==> config.mk <==
export PLATFORM = sky130hd
export DESIGN_NAME = pt2262_serializer
export DESIGN_NICKNAME = d
export VERILOG_FILES = /design/src/rtl/pt2262_pkg.sv /design/src/rtl/pt2262_serializer_prescaler.sv /design/src/rtl/pt2262_serializer.sv
export SDC_FILE = /design/constraint.sdc
export NUM_CORES = 1
export LEC_CHECK = 0
export ABC_CLOCK_PERIOD_IN_PS = 9800
export BUFFER_PORTS_ARGS = -buffer_cell sky130_fd_sc_hd__buf_4
export CORE_MARGIN = 2
export CORE_UTILIZATION = 35
export CTS_BUF_LIST = sky130_fd_sc_hd__clkbuf_8
export CTS_CLUSTER_SIZE = 24
export DETAILED_ROUTE_END_ITERATION = 7
export GPL_ROUTABILITY_DRIVEN = 0
export PLACE_DENSITY_LB_ADDON = 0.2
export SYNTH_ARGS = -nofsm -noshare
export SYNTH_HDL_FRONTEND = slang
export SYNTH_HIERARCHICAL = 1
export SYNTH_SLANG_ARGS = --single-unit
export TNS_END_PERCENT = 50
==> constraint.sdc <==
create_clock -name clk -period 9.8 [get_ports clk]
set_input_delay 1.47 -clock clk [delete_from_list [all_inputs] [get_ports clk]]
set_output_delay 1.47 -clock clk [all_outputs]
set_load 0.02 [all_outputs]
==> src/rtl/pt2262_pkg.sv <==
// Shared PT2262 encoder definitions: FSM states, frame geometry and trit codes.
// Also used by the address-code generator and the decoder side.
package pt2262_pkg;

  typedef enum logic [1:0] {
    IDLE = 2'd0,
    BITS = 2'd1,
    SYNC = 2'd2
  } state_e;

  localparam int HALFBITS_PER_FRAME = 24;
  localparam int ALPHA_PER_HALFBIT  = 16;
  localparam int SHORT_ALPHA        = 4;
  localparam int LONG_ALPHA         = 12;
  localparam int SYNC_HIGH_ALPHA    = 4;

  localparam logic [1:0] TRIT_0 = 2'b00;
  localparam logic [1:0] TRIT_1 = 2'b11;
  localparam logic [1:0] TRIT_F = 2'b01;

  // Data bits become 00/11 trits above the address, D0 nearest the address.
  function automatic logic [23:0] pack_frame(input logic [15:0] ax, input logic [3:0] d);
    return {{2{d[3]}}, {2{d[2]}}, {2{d[1]}}, {2{d[0]}}, ax};
  endfunction

endpackage

==> src/rtl/pt2262_serializer_prescaler.sv <==
// Alpha prescaler: divides clk into oscillator periods, alpha_tick on terminal count.
// Held at zero while clear is high.
module alpha_prescaler #(
  parameter int CLK_PER_ALPHA = 16
) (
  input  logic clk,
  input  logic rst,
  input  logic clear,
  output logic alpha_tick
);

  generate
    if (CLK_PER_ALPHA <= 1) begin : g_direct
      assign alpha_tick = 1'b1;
    end else begin : g_count
      localparam int CW = $clog2(CLK_PER_ALPHA);
      localparam logic [CW-1:0] LAST = CW'(CLK_PER_ALPHA - 1);
      logic [CW-1:0] cnt;

      always_ff @(posedge clk or posedge rst) begin
        if (rst) begin
          cnt <= '0;
        end else if (clear || cnt == LAST) begin
          cnt <= '0;
        end else begin
          cnt <= cnt + CW'(1);
        end
      end

      assign alpha_tick = (cnt == LAST) && !clear;
    end
  endgenerate

endmodule

==> src/rtl/pt2262_serializer.sv <==
// PT2262 on-air serializer: 24 half-bits of 16 alpha each, then a 4-alpha-high sync word.
// PT2262_MIN_REPEAT_EN: guarantee at least four frames per te assertion.
module pt2262_serializer
  import pt2262_pkg::*;
#(
  parameter int CLK_PER_ALPHA  = 16,
  parameter int SYNC_LOW_ALPHA = 124
) (
  input  logic        clk,
  input  logic        rst,
  input  logic [15:0] Ax,
  input  logic [3:0]  D,
  input  logic        te,
  output logic        dout,
  output logic        busy,
  output logic        frame_done
);

  localparam int SYNC_LEN = SYNC_HIGH_ALPHA + SYNC_LOW_ALPHA;
  localparam int AW = $clog2(SYNC_LEN > ALPHA_PER_HALFBIT ? SYNC_LEN : ALPHA_PER_HALFBIT);
  localparam logic [AW-1:0] HB_LAST_A   = AW'(ALPHA_PER_HALFBIT - 1);
  localparam logic [AW-1:0] SYNC_LAST_A = AW'(SYNC_LEN - 1);
  localparam logic [AW-1:0] SHORT_A     = AW'(SHORT_ALPHA);
  localparam logic [AW-1:0] LONG_A      = AW'(LONG_ALPHA);
  localparam logic [AW-1:0] SYNC_HIGH_A = AW'(SYNC_HIGH_ALPHA);
  localparam logic [4:0]    HB_LAST     = 5'(HALFBITS_PER_FRAME - 1);

  state_e        state, state_n;
  logic [23:0]   frame, frame_n;
  logic [4:0]    hb, hb_n;
  logic [AW-1:0] acnt, acnt_n;
  logic          dout_n;
  logic          alpha_tick;
  logic          sync_end;
  logic          again;

  alpha_prescaler #(.CLK_PER_ALPHA(CLK_PER_ALPHA)) u_prescaler (
    .clk        (clk),
    .rst        (rst),
    .clear      (state == IDLE),
    .alpha_tick (alpha_tick)
  );

  assign sync_end   = (state == SYNC) && alpha_tick && (acnt == SYNC_LAST_A);
  assign frame_done = sync_end;

`ifdef PT2262_MIN_REPEAT_EN
  logic [1:0] rep;

  assign again = te || (rep != 2'd3);

  // Counts completed frames of the current burst; cleared when the burst ends.
  always_ff @(posedge clk or posedge rst) begin
    if (rst) begin
      rep <= 2'd0;
    end else if (sync_end) begin
      if (!again)              rep <= 2'd0;
      else if (rep != 2'd3)    rep <= rep + 2'd1;
    end
  end
`else
  assign again = te;
`endif

  always_comb begin
    state_n = state;
    frame_n = frame;
    hb_n    = hb;
    acnt_n  = acnt;
    case (state)
      IDLE: begin
        if (te) begin
          state_n = BITS;
          frame_n = pack_frame(Ax, D);
          hb_n    = '0;
          acnt_n  = '0;
        end
      end
      BITS: begin
        if (alpha_tick) begin
          if (acnt == HB_LAST_A) begin
            acnt_n = '0;
            if (hb == HB_LAST) state_n = SYNC;
            else               hb_n = hb + 5'd1;
          end else begin
            acnt_n = acnt + AW'(1);
          end
        end
      end
      SYNC: begin
        if (alpha_tick) begin
          if (acnt == SYNC_LAST_A) begin
            acnt_n = '0;
            hb_n   = '0;
            if (again) begin
              state_n = BITS;
              frame_n = pack_frame(Ax, D);
            end else begin
              state_n = IDLE;
            end
          end else begin
            acnt_n = acnt + AW'(1);
          end
        end
      end
      default: begin
        state_n = IDLE;
        hb_n    = '0;
        acnt_n  = '0;
      end
    endcase
  end

  // dout is computed for the position being entered so it is registered, not decoded.
  always_comb begin
    dout_n = 1'b0;
    case (state_n)
      BITS:    dout_n = acnt_n < (frame_n[hb_n ^ 5'd1] ? LONG_A : SHORT_A);
      SYNC:    dout_n = acnt_n < SYNC_HIGH_A;
      default: dout_n = 1'b0;
    endcase
  end

  always_ff @(posedge clk or posedge rst) begin
    if (rst) begin
      state <= IDLE;
      frame <= '0;
      hb    <= '0;
      acnt  <= '0;
      dout  <= 1'b0;
      busy  <= 1'b0;
    end else begin
      state <= state_n;
      frame <= frame_n;
      hb    <= hb_n;
      acnt  <= acnt_n;
      dout  <= dout_n;
      busy  <= (state_n != IDLE);
    end
  end

endmodule

After elaboration in Yosys (flattened, before gate mapping)
Index checks and enable logic that the tools add are counted.
Word-level totals
  output and inout port bits: 3
  bits of input ports: 23
  register bits: 44
  logic and storage cells: 59
Cells by class
  reduce and logical (&&, ||, !) cells: 7
  mux-type cells: 30
  bitwise gates (word level): 1
  equal/unequal tests: 8
  $add $sub $neg: 3
  $lt $le $gt $ge: 3
Operators by type and width (number)
  $mux W24: 3
  $pmux W24 S2: 1
  $mux W7: 5
  $mux W5: 6
  $pmux W7 S3: 1
  $pmux W5 S3: 1
  $mux W2: 6
  $mux W4: 2
  $add A7 B1 Y7 const B: 1
  $eq A7 B4 Y1 const B: 1
  $eq A7 B7 Y1 const B: 1
  $lt A7 B3 Y1 const B: 1
  $lt A7 B4 Y1: 1
  $lt A5 B6 Y1 const B: 1
  $pmux W2 S3: 1
  $add A5 B1 Y5 const B: 1
  $bmux W1 S5: 1
  $eq A5 B5 Y1 const B: 1
  $add A4 B1 Y4 const B: 1
  $eq A2 B1 Y1 const B: 2
  $eq A2 B2 Y1 const B: 2
  $eq A4 B4 Y1 const B: 1
  $logic_and A1 B1 Y1: 3
  $logic_not A2 Y1: 1
  other kinds (6): 7

Depth between registers and ports, before layout
Gate-level depths: netlist (run 1).
  depth in word-level cells: 11
  mapped depth: 20
  mapped depth without buffers: 17

Modules after synthesis
Netlist (run 1), hierarchy kept.
Modules (own cells, without submodules)
  pt2262_serializer: times used 1, seq. area each 1001.0 sq um, area an instance 2363.5 sq um, cells an instance 265
  alpha_prescaler: times used 1, seq. area each 100.1 sq um, area an instance 177.7 sq um, cells an instance 15

Least setup slack after synthesis (run 1)
OpenSTA, ideal clock, no wires.
  kind: input to register
  from: in te
  to: reg dout
  path buffers: 0
  data required time: 9699 ps
  arrival: 3636 ps
  stages on the path: 12
  setup time: 101 ps
  path slack: 6063 ps
  cell sequence: nor2b_1 -> a211oi_4 -> a211oi_4 -> or2b_1 -> o211ai_1 -> a211oi_1 -> nor3_1 -> a211oi_2 -> ha_1 -> o21ai_0 -> o2111ai_1 -> nor4_1
Between the ends
  cells in the longest elaborated chain, start to end: 9
  elaborated cells between the ends (all ways): 22
  those cells by class: order compare: 2; eq/ne: 2; mux: 17; bitwise: 1
RTL lines
  from (decl): RTL line pt2262_serializer.sv:13  | input logic te,
  $mux W24: RTL line pt2262_serializer.sv:72, pt2262_serializer.sv:95
  $mux W24: RTL line pt2262_serializer.sv:92  | if (acnt == SYNC_LAST_A) begin
  $mux W24: RTL line pt2262_serializer.sv:91  | if (alpha_tick) begin
  $pmux W24 S2: RTL line pt2262_serializer.sv:70  | case (state)
  $bmux W1 S5: RTL line pt2262_serializer.sv:118  | BITS: dout_n = acnt_n < (frame_n[hb_n ^ 5'd1] ? LONG_A : SHORT_A);
  $mux W1 (implied by the code): RTL line pt2262_serializer.sv:118
  $mux W4: RTL line pt2262_serializer.sv:118
  $lt A7 B4 Y1: RTL line pt2262_serializer.sv:118
  $pmux W1 S2 *: RTL line pt2262_serializer.sv:117  | case (state_n)
  named net dout_n: RTL line pt2262_serializer.sv:32  | logic dout_n;
  to (signal assigned): RTL line pt2262_serializer.sv:137  | dout <= dout_n;
  to (decl): RTL line pt2262_serializer.sv:14  | output logic dout,
The timed path passes the listed nets; every way through them passes the cells marked *. The select of a mux whose other input is x is not followed.

Worst setup path after layout (run 1)
  from: reg state[0]
  to: reg dout
Between the ends
  cells in the longest elaborated chain, start to end: 11
  elaborated cells between the ends (all ways): 29
  those cells by class: order compare: 2; eq/ne: 4; mux: 19; bitwise: 1; reduce/logical: 3
RTL lines
  from (decl): RTL line pt2262_serializer.sv:28  | state_e state, state_n;
  from (signal assigned): RTL line pt2262_serializer.sv:133  | state <= state_n;
  $logic_not A2 Y1 *: RTL line pt2262_serializer.sv:40  | .clear (state == IDLE),
  $logic_not A1 Y1 *: RTL line pt2262_serializer_prescaler.sv:30  | assign alpha_tick = (cnt == LAST) && !clear;
  $logic_and A1 B1 Y1 *: RTL line pt2262_serializer_prescaler.sv:30
  named net alpha_tick: RTL line pt2262_serializer.sv:33  | logic alpha_tick;
  $mux W5, on equally long branches: RTL line pt2262_serializer.sv:91, pt2262_serializer.sv:80
  $pmux W5 S3: RTL line pt2262_serializer.sv:70
  $not A1 Y1 (no line)
  $bmux W1 S5: RTL line pt2262_serializer.sv:118
  $mux W1 (implied by the code): RTL line pt2262_serializer.sv:118
  $mux W4: RTL line pt2262_serializer.sv:118
  $lt A7 B4 Y1: RTL line pt2262_serializer.sv:118
  $pmux W1 S2 *: RTL line pt2262_serializer.sv:117
  named net dout_n: RTL line pt2262_serializer.sv:32
Marks and branches as above.

==> flow_summary.yaml, run 1 <==
grt:
  grt_remaining_overflow: 0
  grt_max_degree: 41
  antenna_found_initial: 0
  first_global_vias: 1888
  grt.total_usage: 0.149
  grt_pass1_wl_mm: 9.11
floorplanning:
  start_util: 0.356
  rows: 31
  core_um2: 7140
  dieArea_um2: 7960
  chipWidth_um: 89.2
  die_y_um: 89.2
  io_pins: 26
setup_path:
  r2r_end: "dout"
  crit_fanout: 27
  worst_ep_arrival_time_ns: 4.91
  slowest_delay_ns: 0.71
  rrSetupSlack_ns: 5.08
  crit_end: "dout"
  critPathKind: "flop to flop"
  crit_chain: "nor2_1 -> nor2b_1 -> nand4_2 -> o21ai_1 -> nand3_1 -> nand2_1 -> o211ai_1 -> a211oi_1 -> nor3_1 -> a211oi_2 -> ha_1 -> o21ai_0 -> o2111ai_1 -> nor4_1"
  crit_path_end_kind: "flop"
  slowest_stage: "dfrtp_1"
  cp.required_ns: 9.99
  r2r_start: "state[0]"
  start_kind: "flop"
  r2r.worst_path.cells: 14
  setup.worst_path.start: "state[0]"
logic_synthesis:
  ys_warn_count: 6
  synth_edf_count: 0
  synth_ff_type: "dfrtp_1"
  synthesis.area_um2: 2540
  yosys.cell_count.top_type: "nand2_1"
  synth.avg_cell_area_um2: 9.08
  async_flop_share: 1.00
  ys_top_cells_by_area: "dfrtp_1 (43%), nand2_1 (12%), ha_1 (3.4%)"
  synthTopCellsByCount: "nand2_1 (81), dfrtp_1 (44), inv_1 (11), o21ai_0 (11), ha_1 (7)"
  yosysTopAreaCell: "dfrtp_1"
  yosys_register_bits: 44
  synth_top_area_frac: 0.433
  synth_nets: 310
  synth_cell_types: 63
  ys_seq_area_frac: 0.433
  synthCells: 280
clocking:
  clock_path_buffers: 2
  cts.clk_slew.worst_paths_ns: 0.08
  htreeDepth: 2
  cts_setup_buffers: 0
  clock-sinks: 44
  insertion_delay_ns: 0.29
  cts_tree: "yes"
  ctsHoldBuffers: 0
  root_buffer: "clkbuf_8"
  cts_resized: 0
  cts_buffers: 5
sta:
  finalCritPeriodShare: 0.482
  max_freq_ghz: 0.212
  setup_viol: 0
  slew_viol_final: 0
  relSlewSlack: 0.356
  fin_setup_tns_ns: 0
  rsz0062_at_grt: "no"
  finalHoldViolCount: 0
  fin_crit_ns: 4.72
  holdWs_ns: 0.473
  worstMarginPinSlew_ns: 0.963
  fin_worst_skew_ns: 0.00792
layout:
  multiInputGateArea_um2: 1310
  area_delta_synth_final_pct: 13.5
  nFillCells: 760
  final_cell_area_um2: 2890
  diodes: 0
  regArea_um2: 1100
  fin_util: 0.404
  drive_above_1_share: 0.170
  final_net_count: 329
route:
  wl_per_cell_um: 12.9
  routed.top_layer: "met4"
  drt_first_pass_iters: 4
  met3_length_um: 233
  drt_iter0_drc: 109
  routed_via_density: 5.02
  vias: 2001
  route.final.wire_length_mm: 5.17
  wl_met2_mm: 2.40
  wl_met1_mm: 2.48
  ant_nets: 0
  drc: 0
status:
  status: "finished clean"
power:
  ir_drop_v: 0.0000776
  p_leak_uw: 0.00138
  powerDensity_nw_per_um2: 176
place:
  dp_hpwl_mm: 3.67
  post_dp_cell_area_um2: 2780
  io_buffers: 25
flow_run:
  cap_viol_max_count: 0
worst_hold_path:
  hold_path.class: "flop to flop"
## state kept, by name, summed over array words and instances (netlist names)
register	cells
acnt	7
busy	1
dout	1
frame	24
hb	5
state	2
u_prescaler/g_count.cnt	4
## final cells by class
type / instances / share of cell area
Multi-Input combinational cell: 209 / 0.454
Sequential cell: 44 / 0.382
Timing Repair Buffer: 26 / 0.0676
Tap cell: 99 / 0.0429
Clock buffer: 5 / 0.0239
Inverter: 13 / 0.0169
Clock inverter: 3 / 0.0134
## where the power goes
group | internal [µW] | leakage (µW) | switching (µW)
logic | 56.9 | 0.000759 | 63.1
clock network | 74.6 | 0.0000593 | 58.5
registers | 224 | 0.000562 | 30.0
total | 355 | 0.00138 | 152
## through the flow
step | worst slack [ns] | cells | power (µW)
after global routing | 4.47 | 399 | 549
final | 5.08 | 399 | 507
after global placement | 5.22 | 391 | 378
after detailed placement | 5.11 | 391 | 379
after floorplan | 6.06 | 280 | 345
after CTS | 5.06 | 399 | 514
## worst min-delay path by stage
stage / start / end / slack, ns / depth (start not counted)
2_1_floorplan: frame[6] / frame[6] / 0.43 / 2
3_3_place_gp: frame[3] / frame[3] / 0.46 / 2
3_5_place_dp: frame[6] / frame[6] / 0.45 / 2
4_1_cts: frame[6] / frame[6] / 0.47 / 2
5_1_grt: frame[3] / frame[3] / 0.50 / 2
6_report: frame[6] / frame[6] / 0.47 / 2
## per-layer routing
| metal | vias up | global-route usage |
|---|---|---|
| met3 | 6 | 0.0323 |
| met4 | 0 | 0.0475 |
| met5 | - | 0 |
| met1 | 939 | 0.215 |
| li1 | 1017 | - |
| met2 | 39 | 0.223 |
## cell families (layout without fill, tap and decap cells)
logic type               count (synthesis)  after routing  share of synthesized area
flip-flops                              44             44                      0.433
multiplexers                             6              6                     0.0241
adder cells (fa/ha/maj)                  7              7                     0.0345
buffers and inverters                   27             47                     0.0517
AND/OR/NAND/NOR                        137            137                      0.269
AO/OA/AOI/OAI                           55             55                      0.173
XOR/XNOR                                 4              4                     0.0138
## worst max-delay path, delay by kind of cell, from the launching register on
kind | cells | cell delay, ns
adder cells (fa/ha/maj) | 1 | 0.26
flip-flops | 1 | 0.71
AND/OR/NAND/NOR | 7 | 2.45
AO/OA/AOI/OAI | 6 | 1.19
## layout by cell type (no fill, tap or decap), types with 3 or more instances in the layout
master,synthesis,final
nor3_1,5,5
xor2_1,3,3
buf_4,0,26
nor2b_1,6,6
a41oi_1,3,3
nand2b_1,5,5
inv_1,11,12
o21ai_1,6,6
o21ai_0,11,11
a31oi_1,3,3
nand4_1,6,6
a211oi_1,3,3
nand3_1,5,5
and3_1,4,4
dfrtp_1,44,44
ha_1,7,7
a21oi_1,5,5
nor2_1,6,6
clkbuf_8,0,5
mux2i_1,5,5
nand2_1,81,81
No activity file was read; power rests on OpenSTA's default activity.
==> run 2, diff against run 1 <==
--- a/config.mk
+++ b/config.mk
@@ -5,7 +5,8 @@
 export SDC_FILE = /design/constraint.sdc
 export NUM_CORES = 1
 export LEC_CHECK = 0
-export ABC_CLOCK_PERIOD_IN_PS = 9800
+export ABC_AREA = 1
+export ABC_CLOCK_PERIOD_IN_PS = 4400
 export BUFFER_PORTS_ARGS = -buffer_cell sky130_fd_sc_hd__buf_4
 export CORE_MARGIN = 2
 export CORE_UTILIZATION = 35
==> constraint.sdc (replaced) <==
create_clock -name clk -period 4.4 [get_ports clk]
set_input_delay 0.66 -clock clk [delete_from_list [all_inputs] [get_ports clk]]
set_output_delay 0.66 -clock clk [all_outputs]
set_load 0.02 [all_outputs]
==> flow_summary.yaml, run 2 <==
floorplanning:
  core_um2: 7730
  start_util: 0.362
  die_y_um: 93.3
  rows: 32
  chipWidth_um: 93.3
  dieArea_um2: 8710
  io_pins: 26
layout:
  diodes: 0
  final_net_count: 430
  largest_register_ffs: 24
  nFillCells: 830
  largest_register: "frame"
  final_common_cell: "nand2_1"
  area_delta_synth_final_pct: 13.6
  final_cell_mix: "nand2_1 (84), inv_1 (46), dfrtp_1 (44), nand3_1 (38), nor2_1 (29)"
  reg_top3: "frame x24, acnt x7, hb x5"
  drive_above_1_share: 0.222
grt:
  grt.total_usage: 0.157
  grt_pass1_wl_mm: 10.9
  grt_remaining_overflow: 0
  first_global_vias: 2345
  antenna_found_initial: 0
  grt_max_degree: 41
setup_path:
  crit_path_end_kind: "flop"
  start_kind: "flop"
  crit_fanout: 21
  cp.required_ns: 4.62
  rrSetupSlack_ns: 0.86
  r2r_end: "dout"
  r2r.worst_path.cells: 24
  r2r_start: "state[1]"
  worst_ep_arrival_time_ns: 3.75
  critPathKind: "flop to flop"
route:
  ant_nets: 0
  drt_first_pass_iters: 4
  wl_per_cell_um: 12.4
  drc: 0
  vias: 2408
  drt_iter0_drc: 175
  routed_via_density: 4.79
  route.final.wire_length_mm: 6.25
power:
  p_leak_uw: 0.00154
  powerDensity_nw_per_um2: 361
  totalPowerFinal_uw: 1150
  ir_drop_v: 0.000186
logic_synthesis:
  synth_top_area_frac: 0.394
  yosys.cell_count.top_type: "nand2_1"
  synthCells: 374
  synth_ff_type: "dfrtp_1"
  synth_nets: 404
  yosys_register_bits: 44
  yosysTopAreaCell: "dfrtp_1"
  ys_seq_area_frac: 0.394
  async_flop_share: 1.00
  ys_warn_count: 6
  synth_cell_types: 42
  synth.avg_cell_area_um2: 7.47
  ys_top_cells_by_area: "dfrtp_1 (39%), nand2_1 (11%), nand3_1 (6.8%)"
  synthTopCellsByCount: "nand2_1 (84), inv_1 (45), dfrtp_1 (44)"
  synth_edf_count: 0
  synthesis.area_um2: 2790
clocking:
  insertion_delay_ns: 0.29
  ctsHoldBuffers: 0
  cts_buffers: 5
  cts.clk_slew.worst_paths_ns: 0.08
  cts_tree: "yes"
  clock-sinks: 44
  cts_resized: 0
  cts_setup_buffers: 0
  clock_path_buffers: 2
  htreeDepth: 2
  root_buffer: "clkbuf_8"
flow_run:
  cap_viol_max_count: 0
sta:
  max_freq_ghz: 0.283
  slew_viol_final: 0
  finalCritPeriodShare: 0.804
  fin_worst_skew_ns: 0.00839
  rsz0062_at_grt: "no"
  fin_crit_ns: 3.54
  setup_viol: 0
  worstMarginPinSlew_ns: 0.705
  finalHoldViolCount: 0
  relSlewSlack: 0.530
  fin_setup_tns_ns: 0
worst_hold_path:
  hold_path.class: "primary input to asynchronous set/reset pin"
place:
  dp_hpwl_mm: 4.69
  io_buffers: 25
status:
  status: "finished clean"
run 2: worst max path at each step:
stage | to | start
2_1_floorplan | dout | state[1]
3_3_place_gp | dout | state[1]
3_5_place_dp | dout | state[1]
4_1_cts | dout | state[1]
5_1_grt | dout | state[1]
6_report | dout | state[1]
run 2: logic make-up after synthesis:
group / after synthesis / share of synthesized area
simple gates: 202 / 0.347
compound gates: 52 / 0.119
flops: 44 / 0.394
fa+ha+maj: 7 / 0.0313
mux: 1 / 0.00358
buf+inv: 66 / 0.0990
xor+xnor: 2 / 0.00627
run 2: metal layers:
metal	vias to the layer above	routed length, µm	global-route usage	share of wire
met4	0	44	0.0478	0.0070
met5	-	0	0	0
met2	38	2830	0.248	0.45
met1	1127	3100	0.214	0.50
li1	1241	-	-	-
met3	2	285	0.0371	0.046
run 2: layout make-up:
type	count	area [µm²]	area share
Clock inverter	3	38.8	0.0122
Clock buffer	5	68.8	0.0217
Sequential cell	44	1100	0.347
Timing Repair Buffer	27	203	0.0639
Tap cell	102	128	0.0402
Inverter	58	218	0.0686
Multi-Input combinational cell	264	1420	0.446
run 2: report_power, final:
part	leakage, µW	switching [µW]	total [µW]	internal (µW)
combinational	0.000959	176	304	129
clock	0.0000593	137	303	166
sequential	0.000521	59.9	539	479
total	0.00154	373	1150	774
run 2: worst max-delay path, stage by stage, from the launching register on:
cell and delay, ns:
dfrtp_1 0.44, inv_2 0.06, nand2_2 0.15, inv_1 0.10, nor3_1 0.20, buf_4 0.19
inv_2 0.08, nor2_1 0.17, nand2_2 0.11, nand2_4 0.25, nand2_2 0.17, or2_1 0.25
o21ai_1 0.12, nand2_1 0.07, nand3_1 0.09, nand3_1 0.08, nand3_1 0.07, nand2_1 0.06
inv_1 0.06, ha_1 0.21, o21ai_0 0.16, nand2_1 0.07, nor3_1 0.12, nand2_1 0.07
a21oi_1 0.11
run 2: stage by stage:
stage / util / std cells / hold WS [ns] / area [µm²] / setup WS, ns
after floorplan: - / 374 / 0.426 / 2790 / 1.37
after global placement: 0.397 / 495 / 0.461 / 3070 / 0.932
after detailed placement: 0.397 / 495 / 0.460 / 3070 / 0.884
after CTS: 0.411 / 503 / 0.245 / 3170 / 0.832
after global routing: 0.411 / 503 / 0.249 / 3170 / 0.337
final: 0.411 / 503 / 0.251 / 3170 / 0.864
==> run 3, diff against run 2 <==
--- a/config.mk
+++ b/config.mk
@@ -6,7 +6,7 @@
 export NUM_CORES = 1
 export LEC_CHECK = 0
 export ABC_AREA = 1
-export ABC_CLOCK_PERIOD_IN_PS = 4400
+export ABC_CLOCK_PERIOD_IN_PS = 3300
 export BUFFER_PORTS_ARGS = -buffer_cell sky130_fd_sc_hd__buf_4
 export CORE_MARGIN = 2
 export CORE_UTILIZATION = 35
==> constraint.sdc (replaced) <==
create_clock -name clk -period 3.3 [get_ports clk]
set_input_delay 0.495 -clock clk [delete_from_list [all_inputs] [get_ports clk]]
set_output_delay 0.495 -clock clk [all_outputs]
set_load 0.02 [all_outputs]
==> flow_summary.yaml, run 3 (synthesis gave the netlist of run 2 again) <==
setup_path:
  slowest_delay_ns: 0.36
  worst_path_most_repeated_cell: "nand3_2"
  cp.required_ns: 3.52
  crit_chain: "ha_2 -> nand2_4 -> nor3_2 -> buf_4 -> nand4_1 -> nor2_4 -> nand2_2 -> a21oi_4 -> nand2_8 -> buf_8 -> nand2_2 -> nand3_2 -> nand3_2 -> nand3_2 -> nand3_2 -> nand2_1 -> inv_1 -> ha_2 -> o21ai_2 -> nand2_1 -> nor3_2 -> nand2_1 -> a21oi_1"
  worst_ep_arrival_time_ns: 3.42
  slowest_stage: "dfrtp_1"
  crit_path_end_kind: "flop"
  critPathKind: "flop to flop"
  start_kind: "flop"
  crit_fanout: 6
  rrSetupSlack_ns: 0.1
route:
  met3_length_um: 263
  routed.top_layer: "met4"
  route.final.wire_length_mm: 7.07
  drt_first_pass_iters: 4
  drt_iter0_drc: 179
  wl_met1_mm: 3.39
  wl_met2_mm: 3.36
  vias: 2546
  routed_via_density: 4.80
  ant_nets: 0
  wl_per_cell_um: 13.3
  drc: 0
place:
  dp_hpwl_mm: 5.10
  io_buffers: 25
  dp_slack_ns: -0.0448
grt:
  grt_remaining_overflow: 0
  first_global_vias: 2395
  grt.total_usage: 0.165
  grt_max_degree: 20
  antenna_found_initial: 0
  grt_pass1_wl_mm: 11.4
clocking:
  cts_buffers: 5
  root_buffer: "clkbuf_8"
  clock-sinks: 44
  ctsHoldBuffers: 0
  cts_tree: "yes"
  insertion_delay_ns: 0.30
  htreeDepth: 2
  clock_path_buffers: 2
  cts.clk_slew.worst_paths_ns: 0.08
sta:
  worstMarginPinSlew_ns: 0.804
  rsz0062_at_grt: "yes"
  setup_viol: 0
  fin_worst_skew_ns: 0.00726
  finalHoldViolCount: 0
  relSlewSlack: 0.463
  finalCritPeriodShare: 0.970
  slew_viol_final: 0
  layout_setup_ws_ns: 0.0989
  fin_crit_ns: 3.20
  max_freq_ghz: 0.312
worst_hold_path:
  hold_path.class: "primary input to asynchronous set/reset pin"
floorplanning:
  chipWidth_um: 93.3
  core_um2: 7730
  die_y_um: 93.3
  io_pins: 26
  dieArea_um2: 8710
  rows: 32
  start_util: 0.362
layout:
  reg_top3: "frame x24, acnt x7, hb x5"
  largest_register_ffs: 24
  final_net_count: 458
  drive_above_1_share: 0.362
  diodes: 0
  area_delta_synth_final_pct: 28.8
  largest_register: "frame"
  final_cell_mix: "nand2_1 (75), buf_4 (50), inv_1 (45), dfrtp_1 (44), nor2_1 (28)"
  final_common_cell: "nand2_1"
power:
  p_leak_uw: 0.00174
  totalPowerFinal_uw: 1570
  ir_drop_v: 0.000125
  powerDensity_nw_per_um2: 437
status:
  status: "finished clean"
flow_run:
  cap_viol_max_count: 0
run 3: cell types whose count changed in the layout (fill, tap and decap cells not counted), sizes merged:
cell / change
buf: +28
bufinv: -1
run 3: critical path, delay by kind of cell, from the launching register on:
| family | cells | cell delay [ns] |
|---|---|---|
| AO/OA/AOI/OAI | 3 | 0.47 |
| adder cells (fa/ha/maj) | 2 | 0.47 |
| buffers and inverters | 3 | 0.36 |
| flip-flops | 1 | 0.36 |
| AND/OR/NAND/NOR | 15 | 1.47 |
run 3: repair_timing:
action	4_1_cts	5_1_grt
buffers inserted	0	19
pin swaps	0	33
resized for setup	4	58
endpoints found under the setup margin	1	1
run 3: per-layer routing:
layer,GRT usage,up-vias
met2,0.263,45
li1,-,1305
met5,0,-
met4,0.0404,0
met3,0.0274,8
met1,0.233,1188
run 3: report_power, final:
group,switching (µW),leakage (µW),internal (µW)
clock,182,0.0000452,141
sequential,80.6,0.000521,639
combinational,287,0.00117,240
run 3: area by class of cell:
type                    count  area [µm²]
inverters                  58         226
well taps                 102         128
fillers                   770        4130
multi-input cells         264        1620
clock buffers               5        68.8
repair buffers             55         444
clock inverters             2        8.76
flip-flops and latches     44        1100
run 3: path summary, 6_finish.rpt:
check	from	to	depth (start not counted)
setup / recovery	u_prescaler/g_count.cnt[1]	dout	23
hold / removal	rst	u_prescaler/g_count.cnt[0]	2
setup reg to reg	u_prescaler/g_count.cnt[1]	dout	23
hold reg to reg	frame[23]	frame[23]	2
max in group asynchronous	rst	frame[9]	3
min in group clk	D[2]	frame[21]	3
run 3: stage by stage:
step	util	cells	instance area, µm²	hold WS (ns)	setup TNS [ns]
2_1_floorplan	-	374	2790	0.261	0
4_1_cts	0.419	511	3240	0.0730	0
3_3_place_gp	0.407	504	3150	0.400	0
5_1_grt	0.466	530	3600	0.0779	-0.129
3_5_place_dp	0.407	504	3150	0.400	-0.0448
6_report	0.466	530	3600	0.0806	0
